$ cat src/rtl/mem_pkg.sv
// Shared memory-port definitions used by the arbiter and the RAM.
// Latency: none (types, constants and helpers only).
// Backpressure: none.
//
// Contents: access-width codes, Write/Read encoding of the RAM enable line,
// arbiter priority states and a helper that flags unsigned width codes.
package mem_pkg;

  // Access width codes carried on lsu_wid_i / ram_wid_o.
  typedef enum logic [2:0] {
    WID_B    = 3'd0,
    WID_H    = 3'd1,
    WID_W    = 3'd2,
    WID_D    = 3'd3,
    WID_BU   = 3'd4,
    WID_HU   = 3'd5,
    WID_WU   = 3'd6,
    WID_RSVD = 3'd7
  } wid_e;

  // Encoding of the RAM enable-write line: low writes, high reads.
  localparam logic MEM_WRITE = 1'b0;
  localparam logic MEM_READ  = 1'b1;

  // Which requester wins the next conflict.
  typedef enum logic {
    PRIO_LSU = 1'b0,
    PRIO_IF  = 1'b1
  } prio_e;

  // Codes 4..7 (BU, HU, WU and the reserved code) all have bit 2 set. They are
  // meaningful only for loads; a store carrying one of them is illegal.
  function automatic logic wid_is_unsigned(input logic [2:0] wid);
    return wid[2];
  endfunction

endpackage

$ cat src/rtl/mem_arbiter_rr_arbiter2.sv
// Two-way round-robin grant between the LSU and the instruction fetch.
// Latency: grants are combinational in the request cycle. The priority updates at the next edge.
// Backpressure: the loser of a conflict is simply not granted and must hold its request.
//
// Ports:
//   clk, rst_n        clock, asynchronous active-low reset
//   lsu_req, if_req   requests from the LSU and the fetch unit
//   lsu_gnt, if_gnt   one-hot (or zero) grants, forced low while in reset
module rr_arbiter2
  import mem_pkg::*;
(
  input  logic clk,
  input  logic rst_n,
  input  logic lsu_req,
  input  logic if_req,
  output logic lsu_gnt,
  output logic if_gnt
);

  prio_e prio_q;
  prio_e prio_d;

  always_ff @(posedge clk or negedge rst_n) begin
    if (!rst_n) begin
      prio_q <= PRIO_LSU;
    end else begin
      prio_q <= prio_d;
    end
  end

  // A sole requester always wins. Priority only moves when both requesters
  // compete, so an uncontested stream does not steal the next conflict.
  // rst_n gates the grants so nothing reaches the RAM while reset is held.
  always_comb begin
    prio_d  = prio_q;
    lsu_gnt = 1'b0;
    if_gnt  = 1'b0;
    if (rst_n) begin
      if (lsu_req && if_req) begin
        if (prio_q == PRIO_LSU) begin
          lsu_gnt = 1'b1;
          prio_d  = PRIO_IF;
        end else begin
          if_gnt  = 1'b1;
          prio_d  = PRIO_LSU;
        end
      end else begin
        lsu_gnt = lsu_req;
        if_gnt  = if_req;
      end
    end
  end

endmodule

$ cat src/rtl/mem_arbiter.sv
// Shares one single-port RAM between instruction fetch and the load/store unit.
// Latency: a grant is given in the request cycle. Read data is valid one cycle later. Stores complete at the grant edge.
// Backpressure: there is one grant per cycle. An ungranted requester holds its request until its gnt is seen.
//
// Ports:
//   clk, rst_n                                 clock, asynchronous active-low reset
//   if_req_i/if_addr_i -> if_gnt_o             fetch request, always a WU read
//   if_rvalid_o/if_rdata_o                     fetch response, low 32 bits of the word
//   lsu_req_i/we/addr/wdata/wid -> lsu_gnt_o   load/store request
//   lsu_rvalid_o/lsu_rdata_o                   load response, sign- or zero-extended
//   lsu_err_o                                  one-cycle pulse after a store with an unsigned width code
//   ram_addr_o/ewr_o/data_o/wid_o, ram_data_i  RAM port; the RAM read is combinational
module mem_arbiter
  import mem_pkg::*;
#(
  parameter int DATA_WIDTH = 64,
  parameter int RAM_SIZE   = 16
) (
  input  logic                  clk,
  input  logic                  rst_n,
  input  logic                  if_req_i,
  input  logic [RAM_SIZE-1:0]   if_addr_i,
  output logic                  if_gnt_o,
  output logic                  if_rvalid_o,
  output logic [31:0]           if_rdata_o,
  input  logic                  lsu_req_i,
  input  logic                  lsu_we_i,
  input  logic [RAM_SIZE-1:0]   lsu_addr_i,
  input  logic [DATA_WIDTH-1:0] lsu_wdata_i,
  input  logic [2:0]            lsu_wid_i,
  output logic                  lsu_gnt_o,
  output logic                  lsu_rvalid_o,
  output logic [DATA_WIDTH-1:0] lsu_rdata_o,
  output logic                  lsu_err_o,
  output logic [RAM_SIZE-1:0]   ram_addr_o,
  output logic                  ram_ewr_o,
  output logic [DATA_WIDTH-1:0] ram_data_o,
  output logic [2:0]            ram_wid_o,
  input  logic [DATA_WIDTH-1:0] ram_data_i
);

  // One bundle for everything driven onto the RAM port in a cycle.
  typedef struct packed {
    logic [RAM_SIZE-1:0]   addr;
    logic                  ewr;
    logic [DATA_WIDTH-1:0] data;
    logic [2:0]            wid;
  } ram_cmd_t;

  logic                  if_gnt;
  logic                  lsu_gnt;
  logic                  store_bad;
  logic                  lsu_load_gnt;
  ram_cmd_t              ram_cmd;
  logic [DATA_WIDTH-1:0] load_ext;

  logic                  if_rvalid_q;
  logic [31:0]           if_rdata_q;
  logic                  lsu_rvalid_q;
  logic [DATA_WIDTH-1:0] lsu_rdata_q;
  logic                  lsu_err_q;

  rr_arbiter2 u_arb (
    .clk     (clk),
    .rst_n   (rst_n),
    .lsu_req (lsu_req_i),
    .if_req  (if_req_i),
    .lsu_gnt (lsu_gnt),
    .if_gnt  (if_gnt)
  );

  // An illegal store is still granted, so the LSU is not stalled forever. The
  // write is suppressed and the error is reported in its place.
  assign store_bad    = lsu_we_i && wid_is_unsigned(lsu_wid_i);
  assign lsu_load_gnt = lsu_gnt && !lsu_we_i;

  // The idle command is a full-width read of address 0. The RAM port
  // therefore never shows a write unless a legal store has been granted.
  always_comb begin
    ram_cmd.addr = '0;
    ram_cmd.ewr  = MEM_READ;
    ram_cmd.data = '0;
    ram_cmd.wid  = WID_D;
    if (lsu_gnt) begin
      ram_cmd.addr = lsu_addr_i;
      ram_cmd.data = lsu_wdata_i;
      ram_cmd.wid  = lsu_wid_i;
      ram_cmd.ewr  = (lsu_we_i && !store_bad) ? MEM_WRITE : MEM_READ;
    end else if (if_gnt) begin
      ram_cmd.addr = if_addr_i;
      ram_cmd.wid  = WID_WU;
    end
  end

  assign ram_addr_o = ram_cmd.addr;
  assign ram_ewr_o  = ram_cmd.ewr;
  assign ram_data_o = ram_cmd.data;
  assign ram_wid_o  = ram_cmd.wid;

  // Loads use the low bytes of the addressed word. Signed codes replicate the
  // top bit of the accessed field. Unsigned codes zero-fill. D and the
  // reserved code pass the whole word through.
  always_comb begin
    load_ext = ram_data_i;
    case (lsu_wid_i)
      WID_B:   load_ext = {{(DATA_WIDTH-8){ram_data_i[7]}},   ram_data_i[7:0]};
      WID_H:   load_ext = {{(DATA_WIDTH-16){ram_data_i[15]}}, ram_data_i[15:0]};
      WID_W:   load_ext = {{(DATA_WIDTH-32){ram_data_i[31]}}, ram_data_i[31:0]};
      WID_BU:  load_ext = {{(DATA_WIDTH-8){1'b0}},  ram_data_i[7:0]};
      WID_HU:  load_ext = {{(DATA_WIDTH-16){1'b0}}, ram_data_i[15:0]};
      WID_WU:  load_ext = {{(DATA_WIDTH-32){1'b0}}, ram_data_i[31:0]};
      default: load_ext = ram_data_i;
    endcase
  end

  // Read data is captured at the end of the grant cycle, while the RAM
  // still presents the granted address. Data registers keep their last value
  // between responses. An asynchronous reset drops any response in flight.
  always_ff @(posedge clk or negedge rst_n) begin
    if (!rst_n) begin
      if_rvalid_q  <= 1'b0;
      if_rdata_q   <= '0;
      lsu_rvalid_q <= 1'b0;
      lsu_rdata_q  <= '0;
      lsu_err_q    <= 1'b0;
    end else begin
      if_rvalid_q  <= if_gnt;
      lsu_rvalid_q <= lsu_load_gnt;
      lsu_err_q    <= lsu_gnt && store_bad;
      if (if_gnt) begin
        if_rdata_q <= ram_data_i[31:0];
      end
      if (lsu_load_gnt) begin
        lsu_rdata_q <= load_ext;
      end
    end
  end

  assign if_gnt_o     = if_gnt;
  assign lsu_gnt_o    = lsu_gnt;
  assign if_rvalid_o  = if_rvalid_q;
  assign if_rdata_o   = if_rdata_q;
  assign lsu_rvalid_o = lsu_rvalid_q;
  assign lsu_rdata_o  = lsu_rdata_q;
  assign lsu_err_o    = lsu_err_q;

endmodule

$ cat config.mk
export PLATFORM = sky130hd
export DESIGN_NAME = mem_arbiter
export DESIGN_NICKNAME = d
export VERILOG_FILES = /design/src/rtl/mem_pkg.sv /design/src/rtl/mem_arbiter_rr_arbiter2.sv /design/src/rtl/mem_arbiter.sv
export SDC_FILE = /design/constraint.sdc
export NUM_CORES = 1
export LEC_CHECK = 0
export ABC_AREA = 1
export CORE_AREA = 2 2 135 137
export CTS_BUF_LIST = sky130_fd_sc_hd__clkbuf_16
export CTS_CLUSTER_DIAMETER = 50
export DETAILED_ROUTE_END_ITERATION = 6
export DIE_AREA = 0 0 137 139
export PLACE_DENSITY = 0.83
export SKIP_LAST_GASP = 1
export SYNTH_ARGS = -nofsm -noshare
export SYNTH_HDL_FRONTEND = slang
export SYNTH_SLANG_ARGS = --single-unit
$ cat constraint.sdc
create_clock -name clk -period 2.2 [get_ports clk]
set_input_delay 0.44 -clock clk [delete_from_list [all_inputs] [get_ports clk]]
set_output_delay 0.44 -clock clk [all_outputs]
set_load 0.01 [all_outputs]
==> results of run 1 <==
==> layout make-up <==
type | instances | area share, %
sequential | 100 | 26.0
timing repair buffer | 392 | 39.6
clock buffer | 9 | 2.34
multi-input combinational | 505 | 22.3
inverter | 154 | 6.07
tap | 229 | 2.98
clock inverter | 7 | 0.664
==> power by group through the flow <==
stage	combinational (W)	clock, W	sequential (W)
floorplan	0.00106	0	0.00302
global placement	0.00339	0	0.00277
detailed placement	0.00346	0	0.00279
CTS	0.00342	0.00165	0.00277
global route	0.00372	0.00172	0.00283
finish	0.00340	0.00159	0.00277
==> synth_stat cells (all sizes together) <==
cell,instances,area [um^2]
o21ai,31,155
clkinv,2,7.51
a21oi,2,21.3
clkbuf,17,63.8
nand3,54,293
xor2,1,8.76
inv,152,571
nand2,253,955
dfrtp,100,2500
nand4,32,200
buf,34,189
nor2,131,499
nor3,1,5.00
==> worst max-delay path: cells and delay by family, from the launching register on <==
family	cells	cell delay, ns
flip-flops	1	0.44
buffers and inverters	3	0.69
AO/OA/AOI/OAI	1	0.15
AND/OR/NAND/NOR	2	0.12
==> logic make-up (layout without fill, tap and decap cells) <==
group	Yosys count	count (layout)	synth area share [%]
and+or+nand+nor	471	471	35.7
AOI/OAI and AO/OA	33	33	3.23
buffers and inverters	205	562	15.2
xor gates and xnor gates	1	1	0.160
DFF	100	100	45.7
==> final timing paths <==
kind	to	slack, ns	cells past startpoint
min	lsu_rdata_o[44]	0.23	2
min reg2reg	lsu_rdata_o[13]	0.48	2
min in group clk	lsu_rdata_o[13]	0.48	2
max in group asynchronous	lsu_rdata_o[35]	0.79	3
max	ram_addr_o[0]	0.03	6
max reg2reg	lsu_rdata_o[34]	0.52	8
==> per-stage QoR <==
stage / hold slack, ns / power (W)
2_1_floorplan: 0.144 / 0.00407
3_3_place_gp: 0.462 / 0.00616
3_5_place_dp: 0.464 / 0.00625
4_1_cts: 0.234 / 0.00784
5_1_grt: 0.271 / 0.00827
6_report: 0.230 / 0.00776
==> sequential cells by signal, indices dropped and copies added (netlist names) <==
name / count
lsu_rdata_o: 64
if_rdata_o: 32
if_rvalid_o: 1
lsu_err_o: 1
lsu_rvalid_o: 1
u_arb.prio_q: 1
==> routing by layer <==
metal  vias up  GRT usage [%]
li1       3098              -
met1      2903           26.3
met2       331           40.4
met3        40           5.81
met4         0           9.55
met5         -              0
==> what timing repair did <==
action                     in CTS  in global routing
gates resized for setup       101                 22
hold buffers                    0                  0
buffers inserted                2                  2
setup endpoints to repair      86                 16
pin swaps                       0                  1
gates cloned                    1                  0
==> impl_metrics.py, run 1 <==
metrics = {
    "worst_setup_path": {
        "r2r_start": "u_arb.prio_q",
        "start_kind": "register",
        "crit_type": "register to primary output",
        "end_kind": "primary output",
        "worstPathCellList": "a21oi_4, buf_4, bufbuf_16, nand2_1, nand2_1, dlygate4sd2_1",
        "critical-path-max-stage-delay_ns": 0.44,
        "critPathLaunch": "u_arb.prio_q",
        "crit_slowest_cell": "dfrtp_1",
        "crit_path_max_fanout": 10,
        "path_common_cell": "nand2_1",
        "cp_data_required_time_ns": 1.76,
        "crit_arrival_ns": 1.73,
    },
    "drt": {
        "wl_met3_mm": 2.12,
        "met1Wirelength_mm": 8.21,
        "met2_length_mm": 11.2,
        "drc": 0,
        "drt-vias-per-instance": 4.56,
        "first_iter_violations": 337,
        "dr.pass1.iters": 5,
        "postRouteAntennaNets": 0,
        "wl_mm": 22.2,
        "wire_per_inst_um": 15.9,
        "routed.top_layer": "met4",
        "vias": 6372,
    },
    "logic_synthesis": {
        "ys_warn_count": 0,
        "synthesis.area_um2": 5470,
        "ys_seq_elements": 100,
        "yosysUniqueCellTypes": 23,
        "synth_area_per_cell_um2": 6.75,
        "syn-num-nets": 978,
        "netlist_instances": 810,
        "synth_seq_area_share_pct": 45.7,
    },
    "power": {
        "powerDensity_nw_per_um2": 807,
        "power_frac_comb_pct": 43.8,
        "p_clk_share_pct": 20.5,
        "switching_share_pct": 34.9,
        "internal-power_w": 0.00505,
        "p_sw_w": 0.00271,
        "leakage_nw": 5.28,
        "p_seq_share_pct": 35.7,
        "peakVddDrop_mv": 0.478,
    },
    "final_layout": {
        "stdcell_count": 1396,
        "fillCellCount": 1682,
        "final_cell_mix": "clkdlybuf4s50_1 (262), nand2_1 (250), inv_1 (149)",
        "area_delta_synth_final_pct": 75.7,
        "drive_above_1_share_pct": 6.68,
        "ff_latch_area_um2": 2500,
        "final_common_cell": "clkdlybuf4s50_1",
        "multi_input_area_um2": 2140,
        "diodes": 0,
        "post-route-util_pct": 54.4,
        "nets": 1330,
        "final_area_um2": 9610,
    },
    "sta": {
        "fin_ws_ns": 0.0253,
        "finalMaxSlewViolations": 0,
        "finalHoldViolations": 0,
        "setup_violations": 0,
        "rsz0062_at_grt": "yes",
        "fin_skew_ns": 0.00795,
        "setup-tns-final_ns": 0,
        "min_period_over_period_pct": 98.9,
        "worst_slew_pin_slew_ns": 0.714,
        "maxSlewHeadroom_pct": 52.4,
        "fmax_ghz": 0.460,
        "fin_crit_ns": 2.17,
    },
    "clock_network": {
        "tritoncts.num_buffers": 9,
        "clock_sinks": 100,
        "cts_tree": "built",
        "insertion_delay_ns": 0.35,
        "htreeDepth": 3,
        "clk_pin_slew_ns": 0.08,
        "cts_buffer_depth": 2,
        "cts-root-buf": "clkbuf_16",
    },
    "placed_design": {
        "gp_congestion": 0.852,
        "post-place-cells": 1375,
        "placed_cell_area_um2": 9360,
        "dp_slack_ns": -0.642,
        "hpwl_mm": 16.9,
        "io_buffer_count": 352,
    },
    "floorplan": {
        "dieArea_um2": 19000,
        "initial_utilization_pct": 31.0,
        "rows": 49,
        "die_w_um": 137,
        "boundaryPins": 353,
        "coreArea_um2": 17700,
        "die_h_um": 139,
    },
    "global_route": {
        "grt_max_degree": 56,
        "grt_first_pass_wirelength_mm": 33.7,
        "first_global_vias": 6228,
        "grt_util_all_layers_pct": 23.0,
        "grt_antenna_before_repair": 0,
        "overflow": 0,
    },
    "min_path": {
        "hold_path.class": "primary input to async pin",
    },
    "outcome": {
        "status": "finished clean",
    },
    "run": {
        "drv_cap": 0,
    },
}
(Power assumes the default switching activity.)
==> inputs of run 2 (changes only) <==
--- a/config.mk
+++ b/config.mk
@@ -6,12 +6,11 @@
 export NUM_CORES = 1
 export LEC_CHECK = 0
 export ABC_AREA = 1
-export CORE_AREA = 2 2 135 137
-export CTS_BUF_LIST = sky130_fd_sc_hd__clkbuf_16
-export CTS_CLUSTER_DIAMETER = 50
+export CORE_AREA = 2 2 137 139
+export CTS_BUF_LIST = sky130_fd_sc_hd__clkbuf_4
 export DETAILED_ROUTE_END_ITERATION = 6
-export DIE_AREA = 0 0 137 139
-export PLACE_DENSITY = 0.83
+export DIE_AREA = 0 0 139 141
+export PLACE_DENSITY = 0.81
 export SKIP_LAST_GASP = 1
 export SYNTH_ARGS = -nofsm -noshare
 export SYNTH_HDL_FRONTEND = slang
==> run 2 against run 1 <==
  * The flow now finishes with violations (setup timing)
  * Core utilization fell by 1.5 points
  * Clock-buffer cell count did not move
  * Largest cell class unchanged
  * Flip-flop and latch count did not move
  * Cell area rose by 0.65%
  * Hold slack improved by 0.014 ns
  * Sequential power barely moved
  * Cell count rose by 1.4%
  * Power fell by 4.1%
  * First-iteration DRC count rose by 9.8%
  * Fmax fell by 1.4%
==> impl_metrics.py, run 2 (same netlist as run 1, synthesis figures left out) <==
metrics = {
    "outcome": {
        "status": "finished with violations",
        "violations": "setup timing",
    },
    "floorplan": {
        "coreArea_um2": 18300,
        "rows": 50,
        "boundaryPins": 353,
        "die_h_um": 141,
        "initial_utilization_pct": 29.9,
        "die_w_um": 139,
        "dieArea_um2": 19600,
    },
    "drt": {
        "wire_per_inst_um": 15.2,
        "wl_mm": 21.6,
        "postRouteAntennaNets": 0,
        "dr.pass1.iters": 5,
        "drt-vias-per-instance": 4.56,
        "first_iter_violations": 370,
        "drc": 0,
        "vias": 6458,
    },
    "worst_setup_path": {
        "worstPathCellList": "a21oi_4, buf_4, buf_12, nand2_1, nand2_1, clkdlybuf4s15_2",
        "crit_slowest_cell": "dfrtp_2",
        "cp_top_family": "buffers and inverters",
        "critPathBufInv": 3,
        "start_kind": "register",
        "crit_path_max_fanout": 13,
        "critical-path-max-stage-delay_ns": 0.47,
        "crit_type": "register to primary output",
        "crit_arrival_ns": 1.77,
        "r2r_start": "u_arb.prio_q",
        "path_common_cell": "nand2_1",
        "r2r_slack_ns": 0.03,
        "cp_data_required_time_ns": 1.76,
        "r2r-end": "u_arb.prio_q",
        "end_kind": "primary output",
        "reg2regPathDepth": 14,
    },
    "global_route": {
        "overflow": 0,
        "first_global_vias": 6111,
        "grt_antenna_before_repair": 0,
        "grt_first_pass_wirelength_mm": 32.9,
        "grt_util_all_layers_pct": 21.0,
        "grt_max_degree": 71,
    },
    "sta": {
        "worst_slew_pin_slew_ns": 0.924,
        "fmax_ghz": 0.453,
        "finalMaxSlewViolations": 0,
        "maxSlewHeadroom_pct": 38.4,
        "setup_violations": 1,
        "rsz0062_at_grt": "yes",
        "finalHoldViolations": 0,
        "fin_ws_ns": -0.00512,
        "min_period_over_period_pct": 100,
        "fin_skew_ns": 0.0333,
        "fin_crit_ns": 2.21,
    },
    "clock_network": {
        "clock_sinks": 100,
        "cts-root-buf": "clkbuf_4",
        "insertion_delay_ns": 0.50,
        "cts_buffer_depth": 2,
        "tritoncts.num_buffers": 9,
        "clk_pin_slew_ns": 0.19,
        "htreeDepth": 3,
        "cts_tree": "built",
    },
    "placed_design": {
        "io_buffer_count": 352,
        "gp_congestion": 0.821,
        "post-place-cells": 1376,
        "hpwl_mm": 15.5,
    },
    "power": {
        "powerDensity_nw_per_um2": 769,
        "peakVddDrop_mv": 0.471,
        "leakage_nw": 5.13,
    },
    "final_layout": {
        "final_cell_mix": "clkdlybuf4s50_1 (262), nand2_1 (234), inv_1 (149)",
        "nets": 1344,
        "final_common_cell": "clkdlybuf4s50_1",
        "post-route-util_pct": 53.0,
        "stdcell_count": 1415,
        "largest_reg_flops": 64,
        "drive_above_1_share_pct": 16.8,
        "area_delta_synth_final_pct": 76.9,
        "diodes": 0,
        "fillCellCount": 1735,
    },
    "min_path": {
        "hold_path.class": "primary input to async pin",
    },
    "run": {
        "drv_cap": 0,
    },
}
==> run 2: changes by cell type in the layout (fill, tap and decap cells not counted), moves of 14 or more <==
cell / change
buf_2: +38
clkdlybuf4s15_2: +31
dlygate4sd2_1: -67
nand2_1: -16
nand2_2: +14
==> run 2: how the worst max path moves through the flow <==
stage                          end    startpoint  cells past startpoint  slack, ns
floorplan           ram_data_o[24]         rst_n                      6       0.55
global placement      ram_wid_o[2]     lsu_req_i                      7      -0.42
detailed placement    ram_wid_o[2]     lsu_req_i                      7      -0.46
CTS                  ram_addr_o[8]  u_arb.prio_q                      8      -0.12
global route         ram_addr_o[0]  u_arb.prio_q                      6      -0.11
finish               ram_addr_o[0]  u_arb.prio_q                      6     -0.005
==> run 2: routing by layer <==
layer	up-vias	part of all wire [%]	global-route usage, %	wire [um]
met2	317	48	35.3	10300
met5	-	0	0	0
li1	3133	-	-	-
met4	0	1.8	4.78	390
met3	30	10	7.68	2210
met1	2978	40	25.9	8630
==> run 2: layout make-up <==
type | instances | area, um^2 | share of cell area (%)
Tap cell | 234 | 293 | 3.03
Timing Repair Buffer | 406 | 3890 | 40.2
Sequential cell | 100 | 2500 | 25.9
Multi-Input combinational cell | 505 | 2240 | 23.2
Inverter | 154 | 588 | 6.08
Clock inverter | 7 | 86.3 | 0.892
Clock buffer | 9 | 67.6 | 0.698
==> run 2: where the power goes <==
group | internal, W | switching [W]
sequential | 0.00241 | 0.000336
clock | 0.000287 | 0.000766
combinational | 0.00200 | 0.00164
total | 0.00469 | 0.00275
==> run 2: timing repair <==
item / in CTS / in global routing
hold buffers: 2 / 0
gates resized for setup: 266 / 86
buffers inserted: 17 / 0
cloned: 0 / 5
setup endpoints to repair: 86 / 84
endpoints found under the hold margin: 30 / 0
pin swaps: 1 / 4
==> run 2: through the flow <==
stage	area [um^2]	setup slack, ns	TNS, ns	hold WS (ns)	total power [W]
after floorplan	5470	0.550	0	0.144	0.00407
after global placement	9350	-0.417	-27.48	0.402	0.00612
after detailed placement	9350	-0.461	-27.86	0.403	0.00621
after CTS	9700	-0.116	-1.26	0.257	0.00745
after global routing	9680	-0.115	-3.87	0.283	0.00794
final	9680	-0.00512	-0.00512	0.244	0.00744
==> run 2: worst register-to-register path: cells and delay by family, from the launching register on <==
family / cells / cell delay [ns]
xor gates and xnor gates: 1 / 0.15
DFF: 1 / 0.44
buffers and inverters: 13 / 1.50
